File: config.mk
export PLATFORM = sky130hd
export DESIGN_NAME = uart_receiver
export DESIGN_NICKNAME = d
export VERILOG_FILES = /design/src/rtl/uart_receiver.sv
export SDC_FILE = /design/constraint.sdc
export NUM_CORES = 1
export LEC_CHECK = 0
export ABC_AREA = 1
export BUFFER_PORTS_ARGS = -buffer_cell sky130_fd_sc_hd__buf_2
export CAP_MARGIN = 30
export CORE_MARGIN = 3
export CORE_UTILIZATION = 45
export CTS_BUF_LIST = sky130_fd_sc_hd__clkbuf_16
export CTS_CLUSTER_DIAMETER = 120
export DETAILED_ROUTE_END_ITERATION = 7
export GPL_ROUTABILITY_DRIVEN = 0
export PLACE_DENSITY = 0.67
export SETUP_SLACK_MARGIN = 0.2
export SYNTH_ARGS = -nofsm -noshare
export SYNTH_HDL_FRONTEND = slang
export SYNTH_SLANG_ARGS = --single-unit
File: constraint.sdc
create_clock -name clock -period 1.64 [get_ports clock]
set_clock_uncertainty 0.15 [all_clocks]
set_input_delay 0.246 -clock clock [delete_from_list [all_inputs] [get_ports clock]]
set_output_delay 0.246 -clock clock [all_outputs]
set_load 0.05 [all_outputs]
File: src/rtl/uart_receiver.sv
// Oversampling UART receiver: synchronizes rx, frames start/data/stop bits on
// tick strobes and hands completed bytes to a valid/ready consumer.
module uart_receiver #(
  parameter int DATA_BITS   = 8,
  parameter int SAMPLE_RATE = 16
) (
  input  logic                 clock,
  input  logic                 reset,
  input  logic                 rx,
  input  logic                 tick,
  output logic                 start_rx,
  output logic [DATA_BITS-1:0] data,
  output logic                 data_valid,
  input  logic                 data_ready,
  output logic                 framing_error,
  output logic                 overrun,
  output logic                 busy
);
  localparam int TW = $clog2(SAMPLE_RATE);
  localparam int BW = $clog2(DATA_BITS + 1);
  localparam logic [TW-1:0] HALF_M1  = TW'(SAMPLE_RATE / 2 - 1);
  localparam logic [TW-1:0] FULL_M1  = TW'(SAMPLE_RATE - 1);
  localparam logic [BW-1:0] LAST_BIT = BW'(DATA_BITS - 1);

  typedef enum logic [2:0] {
    IDLE  = 3'd0,
    START = 3'd1,
    DATA  = 3'd2,
    STOP  = 3'd3,
    BREAK = 3'd4
  } state_t;

  state_t               state_q, state_d;
  logic                 rx_meta_q, rx_s_q;
  logic [TW-1:0]        tick_cnt_q, tick_cnt_d;
  logic [BW-1:0]        bit_cnt_q, bit_cnt_d;
  logic [DATA_BITS-1:0] shift_q, shift_d;
  logic [DATA_BITS-1:0] data_q, data_d;
  logic                 data_valid_q, data_valid_d;
  logic                 framing_error_q, framing_error_d;
  logic                 overrun_q, overrun_d;
  logic                 byte_done;
  logic [DATA_BITS:0]   shift_in;

  always_ff @(posedge clock) begin
    if (reset) begin
      rx_meta_q       <= 1'b1;
      rx_s_q          <= 1'b1;
      state_q         <= IDLE;
      tick_cnt_q      <= '0;
      bit_cnt_q       <= '0;
      shift_q         <= '0;
      data_q          <= '0;
      data_valid_q    <= 1'b0;
      framing_error_q <= 1'b0;
      overrun_q       <= 1'b0;
    end else begin
      rx_meta_q       <= rx;
      rx_s_q          <= rx_meta_q;
      state_q         <= state_d;
      tick_cnt_q      <= tick_cnt_d;
      bit_cnt_q       <= bit_cnt_d;
      shift_q         <= shift_d;
      data_q          <= data_d;
      data_valid_q    <= data_valid_d;
      framing_error_q <= framing_error_d;
      overrun_q       <= overrun_d;
    end
  end

  // New bit enters at the MSB so the first (LSB) bit ends up at bit 0.
  assign shift_in = {rx_s_q, shift_q};

  always_comb begin
    state_d         = state_q;
    tick_cnt_d      = tick_cnt_q;
    bit_cnt_d       = bit_cnt_q;
    shift_d         = shift_q;
    start_rx        = 1'b0;
    framing_error_d = 1'b0;
    byte_done       = 1'b0;
    case (state_q)
      IDLE: begin
        if (!rx_s_q) begin
          start_rx   = 1'b1;
          tick_cnt_d = '0;
          state_d    = START;
        end
      end
      START: begin
        if (tick) begin
          if (tick_cnt_q == HALF_M1) begin
            tick_cnt_d = '0;
            if (!rx_s_q) begin
              bit_cnt_d = '0;
              state_d   = DATA;
            end else begin
              state_d = IDLE;
            end
          end else begin
            tick_cnt_d = tick_cnt_q + TW'(1);
          end
        end
      end
      DATA: begin
        if (tick) begin
          if (tick_cnt_q == FULL_M1) begin
            shift_d    = shift_in[DATA_BITS:1];
            tick_cnt_d = '0;
            bit_cnt_d  = bit_cnt_q + BW'(1);
            if (bit_cnt_q == LAST_BIT) state_d = STOP;
          end else begin
            tick_cnt_d = tick_cnt_q + TW'(1);
          end
        end
      end
      STOP: begin
        if (tick) begin
          if (tick_cnt_q == FULL_M1) begin
            tick_cnt_d = '0;
            if (rx_s_q) begin
              byte_done = 1'b1;
              state_d   = IDLE;
            end else begin
              framing_error_d = 1'b1;
              state_d         = BREAK;
            end
          end else begin
            tick_cnt_d = tick_cnt_q + TW'(1);
          end
        end
      end
      BREAK: begin
        // A held-low line must return high before another start is honoured.
        if (rx_s_q) state_d = IDLE;
      end
      default: state_d = IDLE;
    endcase
  end

  always_comb begin
    data_d       = data_q;
    data_valid_d = data_valid_q && !data_ready;
    overrun_d    = 1'b0;
    if (byte_done) begin
      if (!data_valid_q || data_ready) begin
        data_d       = shift_q;
        data_valid_d = 1'b1;
      end else begin
        overrun_d = 1'b1;
      end
    end
  end

  assign data          = data_q;
  assign data_valid    = data_valid_q;
  assign framing_error = framing_error_q;
  assign overrun       = overrun_q;
  assign busy          = (state_q != IDLE);

endmodule
* Word-level counts from Yosys, hierarchy flattened
Cells that the tools add are included.
** Storage, ports and cells
- Memories kept :: 0
- Flip-flop bits (word level) :: 32
- Bits in latches :: 0
- RAM bits :: 0
- ROM bits :: 0
- Bits of input ports :: 5
- Logic and storage cells :: 82
- Output and inout port bits :: 13
** Cells by class
- Bitwise operators :: 4
- Shift operators :: 0
- Reduce and logical (&&, ||, !) cells :: 16
- $add $sub $neg :: 2
- Equality and inequality tests :: 18
- Multiply operators :: 0
- $lt $le $gt $ge :: 0
- Mux-type cells :: 32
- Div/mod/pow operators :: 0
** Operators with widths (count)
- $mux W4 :: 9
- $mux W3 :: 10
- $ne A2 B2 Y1 const B :: 10
- $pmux W3 S5 :: 1
- $pmux W4 S3 :: 1
- $mux W1 :: 9
- $reduce_and A9 Y1 :: 1
- $add A4 B1 Y4 const B :: 2
- $eq A4 B3 Y1 const B :: 2
- $pmux W4 S2 :: 1
- $eq A3 B2 Y1 const B :: 2
- $reduce_and A6 Y1 :: 1
- $reduce_bool A3 Y1 :: 2
- $eq A4 B4 Y1 const B :: 1
- $not A1 Y1 :: 4
- $reduce_and A4 Y1 :: 1
- $reduce_or A2 Y1 :: 2
- $reduce_or A4 Y1 :: 1
- $eq A3 B1 Y1 const B :: 1
- $eq A3 B3 Y1 const B :: 1
- $logic_not A3 Y1 :: 1
- $reduce_and A3 Y1 :: 1
- $logic_not A1 Y1 :: 2
- $mux W2 :: 1
- other kinds (5) :: 5

* Depth between registers and ports, before layout
Gate-level depths: netlist of the first run.
- Depth in word-level cells :: 6
- Gate-level depth with buffers :: 11
- Depth with buffers taken out :: 11

* Least setup slack after synthesis of the first run
OpenSTA, ideal clock, no wires.
- Kind :: reg2out
- Start point :: register state_q[0]
- End point :: output port start_rx
- Required time :: 1.244 ns
- Stages on the path, launching flop included :: 5
- Path slack :: -0.477 ns
- Arrival time :: 1.721 ns
- Buffers on the path :: 1
- Cell sequence :: dfxtp_1 > clkbuf_8 > nor2_1 > nand2_1 > nor2_1
** Between the ends
- Longest elaborated chain between the ends :: 2
** Ends and longest elaborated chain
- start, declared :: RTL line 33 : state_t state_q, state_d;
- start signal, assigned :: RTL line 60 : state_q <= state_d;
- $logic_not A3 Y1 :: RTL line 82 : case (state_q)
- $mux W1 :: RTL line 82
- end, declared :: RTL line 11 : output logic start_rx,
No other way between the ends.

* Worst setup path after layout of the first run
Ends and elaborated chain as after synthesis.

==> results of run 1 <==
## synth_stat cells (all sizes together), types with 2 or more instances
master / number / area [um2]
dfxtp: 32 / 641
o21ai: 19 / 98.9
nand3: 17 / 90.1
nand2: 36 / 160
inv: 25 / 96.3
or2: 2 / 12.5
ha: 2 / 25.0
xor2: 2 / 17.5
clkbuf: 4 / 25.0
a21oi: 19 / 106
nor2: 40 / 178
## report_power, final
part / internal [mW] / switching (mW) / total [mW]
logic: 0.507 / 0.689 / 1.20
registers: 0.847 / 0.0724 / 0.919
clock network: 0.705 / 0.335 / 1.04
total: 2.06 / 1.10 / 3.16
## flip-flops by register name, summed over array words and instances, names as in the netlist
signal / flops
tick_cnt_q: 4
data_valid: 1
overrun: 1
bit_cnt_q: 4
rx_meta_q: 1
rx_s_q: 1
data: 8
framing_error: 1
shift_q: 8
state_q: 3
## routing by layer
layer  share of wire (%)  GRT usage, %  up-vias
met3                 4.5          5.35        8
met5                   0             0        -
li1                    -             -      751
met4                 2.1          8.09        0
met2                  48          30.5       32
met1                  46          22.9      619
## worst register-to-register path: stages, from the launching register on
cell and delay, ns:
dfxtp_4 0.37, inv_4 0.08, nand2_4 0.07, nor2_4 0.19
nand2_1 0.12, nand2_4 0.11, nor2_4 0.05, buf_4 0.13
a21oi_1 0.13, nor2_1 0.05
## final timing paths
check                                                to  cells after the start                     from
worst max-delay path                           start_rx                      5  state_q[0]$_SDFFE_PP0P_
worst min-delay path               rx_meta_q$_SDFF_PP1_                      2                       rx
worst max register to register  state_q[2]$_SDFFE_PP0P_                      9  state_q[2]$_SDFFE_PP0P_
worst min register to register        rx_s_q$_SDFF_PP1_                      1     rx_meta_q$_SDFF_PP1_
## through the flow
| stage | setup slack [ns] | instance area, um2 | TNS, ns | total power [mW] | cells |
|---|---|---|---|---|---|
| finish | 0.0567 | 2230 | 0 | 3.16 | 294 |
| global placement | 0.0450 | 1700 | 0 | 1.68 | 265 |
| CTS | 0.0605 | 2050 | 0 | 2.91 | 285 |
| global route | -0.0356 | 2230 | -0.0356 | 3.30 | 294 |
| floorplan | 0.211 | 1540 | 0 | 1.55 | 204 |
| detailed placement | 0.0332 | 1700 | 0 | 1.68 | 265 |
## what timing repair did
item / in CTS / in global routing
hold buffers: 0 / 0
endpoints found under the setup margin: 29 / 27
endpoints found under the hold margin: 0 / 0
pin swaps: 11 / 22
gates cloned: 1 / 0
buffers inserted: 11 / 9
resized for setup: 32 / 41
## area by class of cell
cell class                 instances  share of cell area [%]
multi-input combinational        142                    41.5
sequential                        32                    29.4
timing repair buffer              42                    14.5
clock buffer                       5                    5.61
inverter                          26                    4.83
tap                               44                    2.47
clock inverter                     3                    1.68
## cells by family after synthesis
group                    synth area share [%]
buffers and inverters                    9.23
AO/OA/AOI/OAI                            13.8
XOR/XNOR                                 1.17
flip-flops                               43.0
adder cells (fa/ha/maj)                  1.68
AND/OR/NAND/NOR                          31.2
==> run metrics, run 1 <==
asr flop ratio synth=0%; IO Count=18; GRT Util Overall=18.8%; DRC Markers=0; final wirelength=3.64 mm; routed len/inst=12.4 um; Seq/Total Area, Yosys=43.0%; Num CTS Buffers=5; Seq cells post-synth=32; commonest cells after routing, fill and taps aside=30 x nor2_1, 26 x dfxtp_1, 22 x nand2_1; die area=4040 um2; minimum clock period=1.58 ns; cell family with most CP delay=flip-flops; post-synthesis cell area=1490 um2; H-tree Lvls=2; Final setup violation count=0; clock sinks=32; period utilization=96.5%; Post-Syn Area per Cell=7.31 um2; Syn Inst Count=204; PwrDens=1420 nW/um2; core area=3100 um2; VDD IR max=1.07 mV; worst relative slew slack=80.4%; DIE HEIGHT=63.6 um; Worst path max stage delay=0.34 ns; share of layout cells above drive strength 1=46.0%; Hold WS=-0.00130 ns; Pre-Repair DR Iteration Count=4; Multi-input gate area=925 um2; flip-flop and latch area=656 um2; worst min-delay path class=input pin to flop; worst-case clock buffer depth=2; CP max stage cell=dfxtp_4; Synthesis Warnings=0; first-pass GRT wire length=5.86 mm; CTS tree=yes; vias=1410; Tightest Pin Transition=0.292 ns; GR Overflow Total=0; number of antenna violations at the first check in global routing=0; I/O Buffers=17; area grow syn2layout=49.5%; sequence of cells on the critical path=buf_6 -> nor2_4 -> nand2_4 -> nor2_4 -> buf_6; root buf cell=clkbuf_16; Netlist cell types=28; number of synthesized flops with an enable pin=0; startpoint types=flop; antenna violation net count after detailed routing=0; Reg2Reg Setup Slack=0.09 ns; number of global-route vias before repair=1283; Layout fillers=236; Initial Util=48.1%; Leakage=0.952 nW; fin nets=256; CP Capture Type=primary output; setup repair after global routing missed its margin=yes; most common cell after layout, fill and taps aside=nor2_1; detail-routed via count per cell=4.80; Synth Flop Type=dfxtp_1; WP data arrival=1.19 ns; clk slew on worst S/H paths=0.05 ns; WS Path Type=flop to primary output; initial drt markers=65; Die W=63.6 um; Clk Latency, worst-skew pair=0.28 ns; # diodes=0; largest net degree at the start of global routing=20; max-cap viol count=0; final core occ=71.9%; Max Freq=632 MHz; Buffers & Inverters on Critical Path=2; syn_nets=211; failing checks=hold timing; CP required=1.24 ns; placed wire-length estimate=2.07 mm; Crit Path Max Fanout=3; Final Max Tran Viols=0; Final Hold Viols=1; num rows=20; outcome=finished with violations
No activity file was read; power rests on OpenSTA's default activity.
==> run 2: changes to the inputs <==
Clock period 1.64 ns to 1.3 ns, I/O delays scaled along.
==> run metrics, run 2 (synthesis gave the netlist of run 1 again) <==
outcome=finished with violations; failing checks=setup timing; Die W=63.6 um (unchanged); fin nets=275 (+7.4%); met2 Usage GRT=39.6% (+9.1 points); CP most frequent cell=nand2_1; die area=4040 um2 (unchanged); PwrDens=1610 nW/um2 (+14%); CP max stage cell=dfxtp_1; Leakage=1.09 nW (+14%); slack of the critical path=-0.309 ns (-0.366 ns); antenna violation net count after detailed routing=0 (unchanged); max-cap viol count=0 (unchanged); core area=3100 um2 (unchanged); placed wire-length estimate=2.49 mm (+20%); VDD IR max=1.29 mV (+20%); Crit Path Max Fanout=4 (+1); first-pass GRT wire length=6.96 mm (+19%); Setup WS pre-CTS=-0.233 ns (-0.266 ns); Initial Util=48.1% (unchanged); Final setup violation count=31 (+31); WP data arrival=1.67 ns (+0.48 ns); clock sinks=32 (unchanged); Final Instance Area=2610 um2 (+17%); worst relative slew slack=80.1% (-0.21 points); DIE HEIGHT=63.6 um (unchanged); commonest cells after routing, fill and taps aside=34 x buf_4, 26 x nor2_1, 19 x inv_1, 19 x nand2_1, 15 x dfxtp_1; Pre-Repair DR Iteration Count=4 (unchanged); cell family with most CP delay=simple AND/OR/NAND/NOR gates; Reg2Reg Setup Slack=-0.31 ns (-0.40 ns); share of layout cells above drive strength 1=60.6% (+15 points); Num CTS Buffers=5 (unchanged); placed cell areas=1870 um2 (+11%); worst min-delay path class=input pin to flop; CTS tree=yes; flip-flop and latch area=669 um2 (+2.1%); setup TNS=-6.79 ns (-6.79 ns); DRC Markers=0 (unchanged); hold_sp=reset; most common cell after layout, fill and taps aside=buf_4; GRT Util Overall=22.0% (+3.2 points); GRT busiest layer=met2; # diodes=0 (unchanged); worst reg-to-reg path cell count=9 (unchanged); Final Hold Viols=0 (-1); Clk Latency, worst-skew pair=0.28 ns (about the same); vias=1642 (+16%); Final Max Tran Viols=0 (unchanged); met1 Track Usage GR=24.6% (+1.6 points); Tightest Pin Transition=0.298 ns (+0.00558 ns); number of antenna violations at the first check in global routing=0 (unchanged); Multi-input gate area=1030 um2 (+11%); Buffers & Inverters on Critical Path=0 (-2); Hold EP=tick_cnt_q[0]$_SDFFE_PP0P_; routed len/inst=16.1 um (+30%); GR Overflow Total=0 (unchanged); minimum clock period=1.61 ns; area grow syn2layout=75.3%; Layout fillers=171 (-28%); sequence of cells on the critical path=ha_2 -> nand3b_1 -> nand2_1 -> nand3_2 -> nor2_4 -> nand2_4 -> nand2_1 -> nand2_1 -> nor2_1; CP required=1.36 ns (+0.12 ns); startpoint types=flop; met3 global-route usage=4.63% (-0.71 points); root buf cell=clkbuf_16; RR Endpoint=state_q[1]$_SDFFE_PP0P_; final wirelength=5.05 mm (+39%); H-tree Lvls=2 (unchanged); setup repair after global routing missed its margin=yes; Reg-to-Reg Start=bit_cnt_q[1]$_SDFFE_PP0P_; Max Freq=621 MHz; I/O Buffers=17 (unchanged); initial drt markers=84 (+29%); IO Count=18 (unchanged); number of global-route vias before repair=1557 (+21%); Worst path max stage delay=0.33 ns (about the same); WS Path Type=flop to flop; hold path depth=2 (unchanged); CP Capture Type=flop; period utilization=124%; clk slew on worst S/H paths=0.05 ns (about the same); largest net degree at the start of global routing=20 (unchanged); num rows=20 (unchanged); worst-case clock buffer depth=2 (unchanged); detail-routed via count per cell=5.25 (+9.4%)
==> run 2: changes by cell type in the layout (fill, tap and decap cells not counted), sizes merged <==
cell,before,now
clkinv,2,3
inv,26,25
buf,42,59
dlygate4sd3,0,1
clkinvlp,0,1
==> run 2: layout make-up <==
type / count / share of cell area (%)
repair buffers: 60 / 22.0
repair inverters: 1 / 0.191
flip-flops and latches: 32 / 25.6
well taps: 44 / 2.11
clock inverters: 3 / 1.63
inverters: 26 / 4.31
clock buffers: 5 / 4.79
multi-input cells: 142 / 39.4
==> run 2: power breakdown <==
| part | total [mW] | switching [mW] | internal [mW] |
|---|---|---|---|
| Combinational | 1.72 | 1.03 | 0.687 |
| Sequential | 1.15 | 0.0916 | 1.06 |
| Clock | 1.33 | 0.435 | 0.899 |
==> run 2: layer usage <==
| metal | vias up | wire length [um] |
|---|---|---|
| li1 | 790 | - |
| met1 | 775 | 1950 |
| met2 | 59 | 2710 |
| met3 | 18 | 219 |
| met4 | 0 | 167 |
| met5 | - | 0 |
==> run 2: through the flow <==
step                utilization, %  total power [mW]  hold slack, ns  instances
detailed placement            60.4              2.37           0.232        283
floorplan                        -              2.02           0.149        204
CTS                           77.8              3.86          0.0340        304
global placement              60.4              2.33           0.232        283
finish                        84.2              4.20          0.0579        313
global route                  84.2              4.39          0.0592        313
==> run 2: repair_timing <==
item | in CTS | in global routing
gates cloned | 2 | 0
hold buffers | 1 | 0
pin swaps | 22 | 17
gates resized for setup | 95 | 36
setup buffers | 10 | 9
hold endpoints to repair | 1 | 0
setup endpoints to repair | 43 | 43
==> run 2: worst register-to-register path: cells and delay by family (launching register included) <==
family                     cells  cell delay (ns)
and+or+nand+nor                8             0.86
DFF                            1             0.33
adders and majority gates      1             0.20
==> run 2: worst max-delay path by stage <==
stage | start | end | slack (ns) | cells after the start
2_1_floorplan | tick_cnt_q[1]$_SDFFE_PP0P_ | data[0]$_SDFFE_PP0P_ | -0.1 | 7
6_report | bit_cnt_q[1]$_SDFFE_PP0P_ | state_q[1]$_SDFFE_PP0P_ | -0.31 | 9
3_5_place_dp | tick_cnt_q[1]$_SDFFE_PP0P_ | data[1]$_SDFFE_PP0P_ | -0.23 | 6
3_3_place_gp | tick_cnt_q[1]$_SDFFE_PP0P_ | data[1]$_SDFFE_PP0P_ | -0.22 | 6
5_1_grt | bit_cnt_q[1]$_SDFFE_PP0P_ | state_q[1]$_SDFFE_PP0P_ | -0.43 | 9
4_1_cts | state_q[0]$_SDFFE_PP0P_ | start_rx | -0.25 | 5
==> run 3: changes to the inputs <==
Settings changed: PLACE_DENSITY 0.67 to unset.
Clock period 1.3 ns to 1.6 ns, I/O delays scaled along.
==> run metrics, run 3 (synthesis gave the netlist of run 1 again) <==
outcome=finished, final reports clean; VDD IR max=1.05 mV (-19%); area grow syn2layout=36.4%; Clk Latency, worst-skew pair=0.27 ns (about the same); flip-flop and latch area=659 um2 (-1.5%); WP data arrival=1.58 ns (-0.09 ns); CTS tree=yes; Worst path max stage delay=0.35 ns (+0.02 ns); H-tree Lvls=2 (unchanged); num rows=20 (unchanged); detail-routed via count per cell=4.96 (-5.4%); hold path depth=2 (unchanged); antenna violation net count after detailed routing=0 (unchanged); initial drt markers=75 (-11%); Leakage=0.870 nW (-20%); Setup WS pre-CTS=-0.0360 ns (+0.197 ns); startpoint types=flop; Reg2Reg Setup Slack=0.07 ns (+0.38 ns); Num CTS Buffers=5 (unchanged); worst reg-to-reg path cell count=11 (+2); Final Hold Viols=0 (unchanged); number of antenna violations at the first check in global routing=0 (unchanged); first-pass GRT wire length=5.49 mm (-21%); Multi-input gate area=838 um2 (-19%); commonest cells after routing, fill and taps aside=30 x nor2_1, 25 x dfxtp_1, 24 x nand2_1; worst min-delay path class=input pin to flop; Reg-to-Reg Start=tick_cnt_q[1]$_SDFFE_PP0P_; slack of the critical path=0.0712 ns (+0.381 ns); Final setup violation count=0 (-100%); Hold EP=rx_meta_q$_SDFF_PP1_; DIE HEIGHT=63.6 um (unchanged); Initial Util=48.1% (unchanged); CP required=1.65 ns (+0.29 ns); GRT Util Overall=16.9% (-5.1 points); CP Capture Type=flop; minimum clock period=1.53 ns (-0.0806 ns); worst-case clock buffer depth=2 (unchanged); die area=4040 um2 (unchanged); worst relative slew slack=83.4% (+3.3 points); Tightest Pin Transition=0.247 ns (-0.0507 ns); Die W=63.6 um (unchanged); share of layout cells above drive strength 1=38.2% (-22 points); clk slew on worst S/H paths=0.05 ns (about the same); Final Max Tran Viols=0 (unchanged); sequence of cells on the critical path=ha_4 -> nand2_2 -> inv_2 -> nand2_1 -> nand2_2 -> nand2_4 -> nor2_4 -> nand2_2 -> nand2_1 -> nand2_1 -> nor2_1; Max Freq=654 MHz (+5.3%); IO Count=18 (unchanged); root buf cell=clkbuf_16; Crit Path Max Fanout=4 (unchanged); placed wire-length estimate=2.26 mm (-9.4%); I/O Buffers=17 (unchanged); number of global-route vias before repair=1315 (-16%); hold_buf cts=0 (-1); RR Endpoint=state_q[1]$_SDFFE_PP0P_; vias=1415 (-14%); hold_sp=rx; WS Path Type=flop to flop; routed len/inst=12.0 um (-25%); PwrDens=1410 nW/um2 (-12%); Pre-Repair DR Iteration Count=4 (unchanged); core area=3100 um2 (unchanged); Layout fillers=298 (+74%); DRC Markers=0 (unchanged); setup repair after global routing missed its margin=yes; largest net degree at the start of global routing=23 (+15%); final wirelength=3.42 mm (-32%); CP max stage cell=dfxtp_2; GR Overflow Total=0 (unchanged); setup TNS=0 ns (+6.79 ns); most common cell after layout, fill and taps aside=nor2_1; max-cap viol count=0 (unchanged); fin nets=248 (-9.8%); clock sinks=32 (unchanged); # diodes=0 (unchanged); period utilization=95.5% (-28 points)
==> run 3: cell types whose count changed in the layout (fill, tap and decap cells not counted), sizes merged <==
cell / change
buf: -24
bufinv: -1
clkinv: -1
clkinvlp: -1
dlygate4sd3: -1
inv: +1
nand3: -1
==> run 3: final cells by class <==
| class | count | share of cell area, % |
|---|---|---|
| multi-input cells | 141 | 41.2 |
| flip-flops and latches | 32 | 32.4 |
| repair buffers | 35 | 11.8 |
| clock buffers | 5 | 6.15 |
| inverters | 26 | 5.29 |
| well taps | 44 | 2.71 |
| clock inverters | 2 | 0.431 |
==> run 3: worst max-delay path, delay by kind of cell (launching register included) <==
family / cells / cell delay, ns
and+or+nand+nor: 9 / 0.74
DFF: 1 / 0.35
adders and majority gates: 1 / 0.16
buffers and inverters: 1 / 0.06
==> run 3: layer usage <==
metal | global-route usage [%] | vias up | part of all wire, %
li1 | - | 729 | -
met1 | 19.3 | 654 | 44
met2 | 30.2 | 24 | 51
met3 | 4.46 | 8 | 3.7
met4 | 5.93 | 0 | 2.0
met5 | 0 | - | 0
==> run 3: timing repair <==
item	CTS	global route
pin swaps	9	13
gates cloned	0	0
endpoints found under the setup margin	29	29
setup buffers	6	8
resized for setup	14	23
==> run 3: power by group <==
| group | switching (mW) | total (mW) | leakage [nW] | internal [mW] |
|---|---|---|---|---|
| combinational | 0.642 | 1.05 | 0.536 | 0.408 |
| sequential | 0.0788 | 0.953 | 0.263 | 0.874 |
| clock | 0.305 | 0.861 | 0.0709 | 0.556 |
==> run 3: how the worst max path moves through the flow <==
stage,startpoint,end,slack [ns],depth (start not counted)
floorplan,state_q[0]$_SDFFE_PP0P_,start_rx,0.19,4
global placement,tick_cnt_q[1]$_SDFFE_PP0P_,data[5]$_SDFFE_PP0P_,0.05,6
detailed placement,state_q[0]$_SDFFE_PP0P_,data[6]$_SDFFE_PP0P_,-0.04,5
CTS,tick_cnt_q[0]$_SDFFE_PP0P_,state_q[1]$_SDFFE_PP0P_,0.09,9
global route,tick_cnt_q[1]$_SDFFE_PP0P_,state_q[1]$_SDFFE_PP0P_,-0.06,11
finish,tick_cnt_q[1]$_SDFFE_PP0P_,state_q[1]$_SDFFE_PP0P_,0.07,11
==> run 3: through the flow <==
| stage | instance area (um2) | std cells | hold slack, ns | utilization [%] | total power [mW] |
|---|---|---|---|---|---|
| final | 2030 | 285 | 0.000616 | 65.6 | 2.86 |
| after global routing | 2030 | 285 | 0.00927 | 65.6 | 3.02 |
| after CTS | 1910 | 277 | 0.00193 | 61.5 | 2.72 |
| after detailed placement | 1690 | 264 | 0.252 | 54.3 | 1.74 |
| after global placement | 1690 | 264 | 0.256 | 54.3 | 1.72 |
| after floorplan | 1550 | 204 | 0.194 | - | 1.61 |
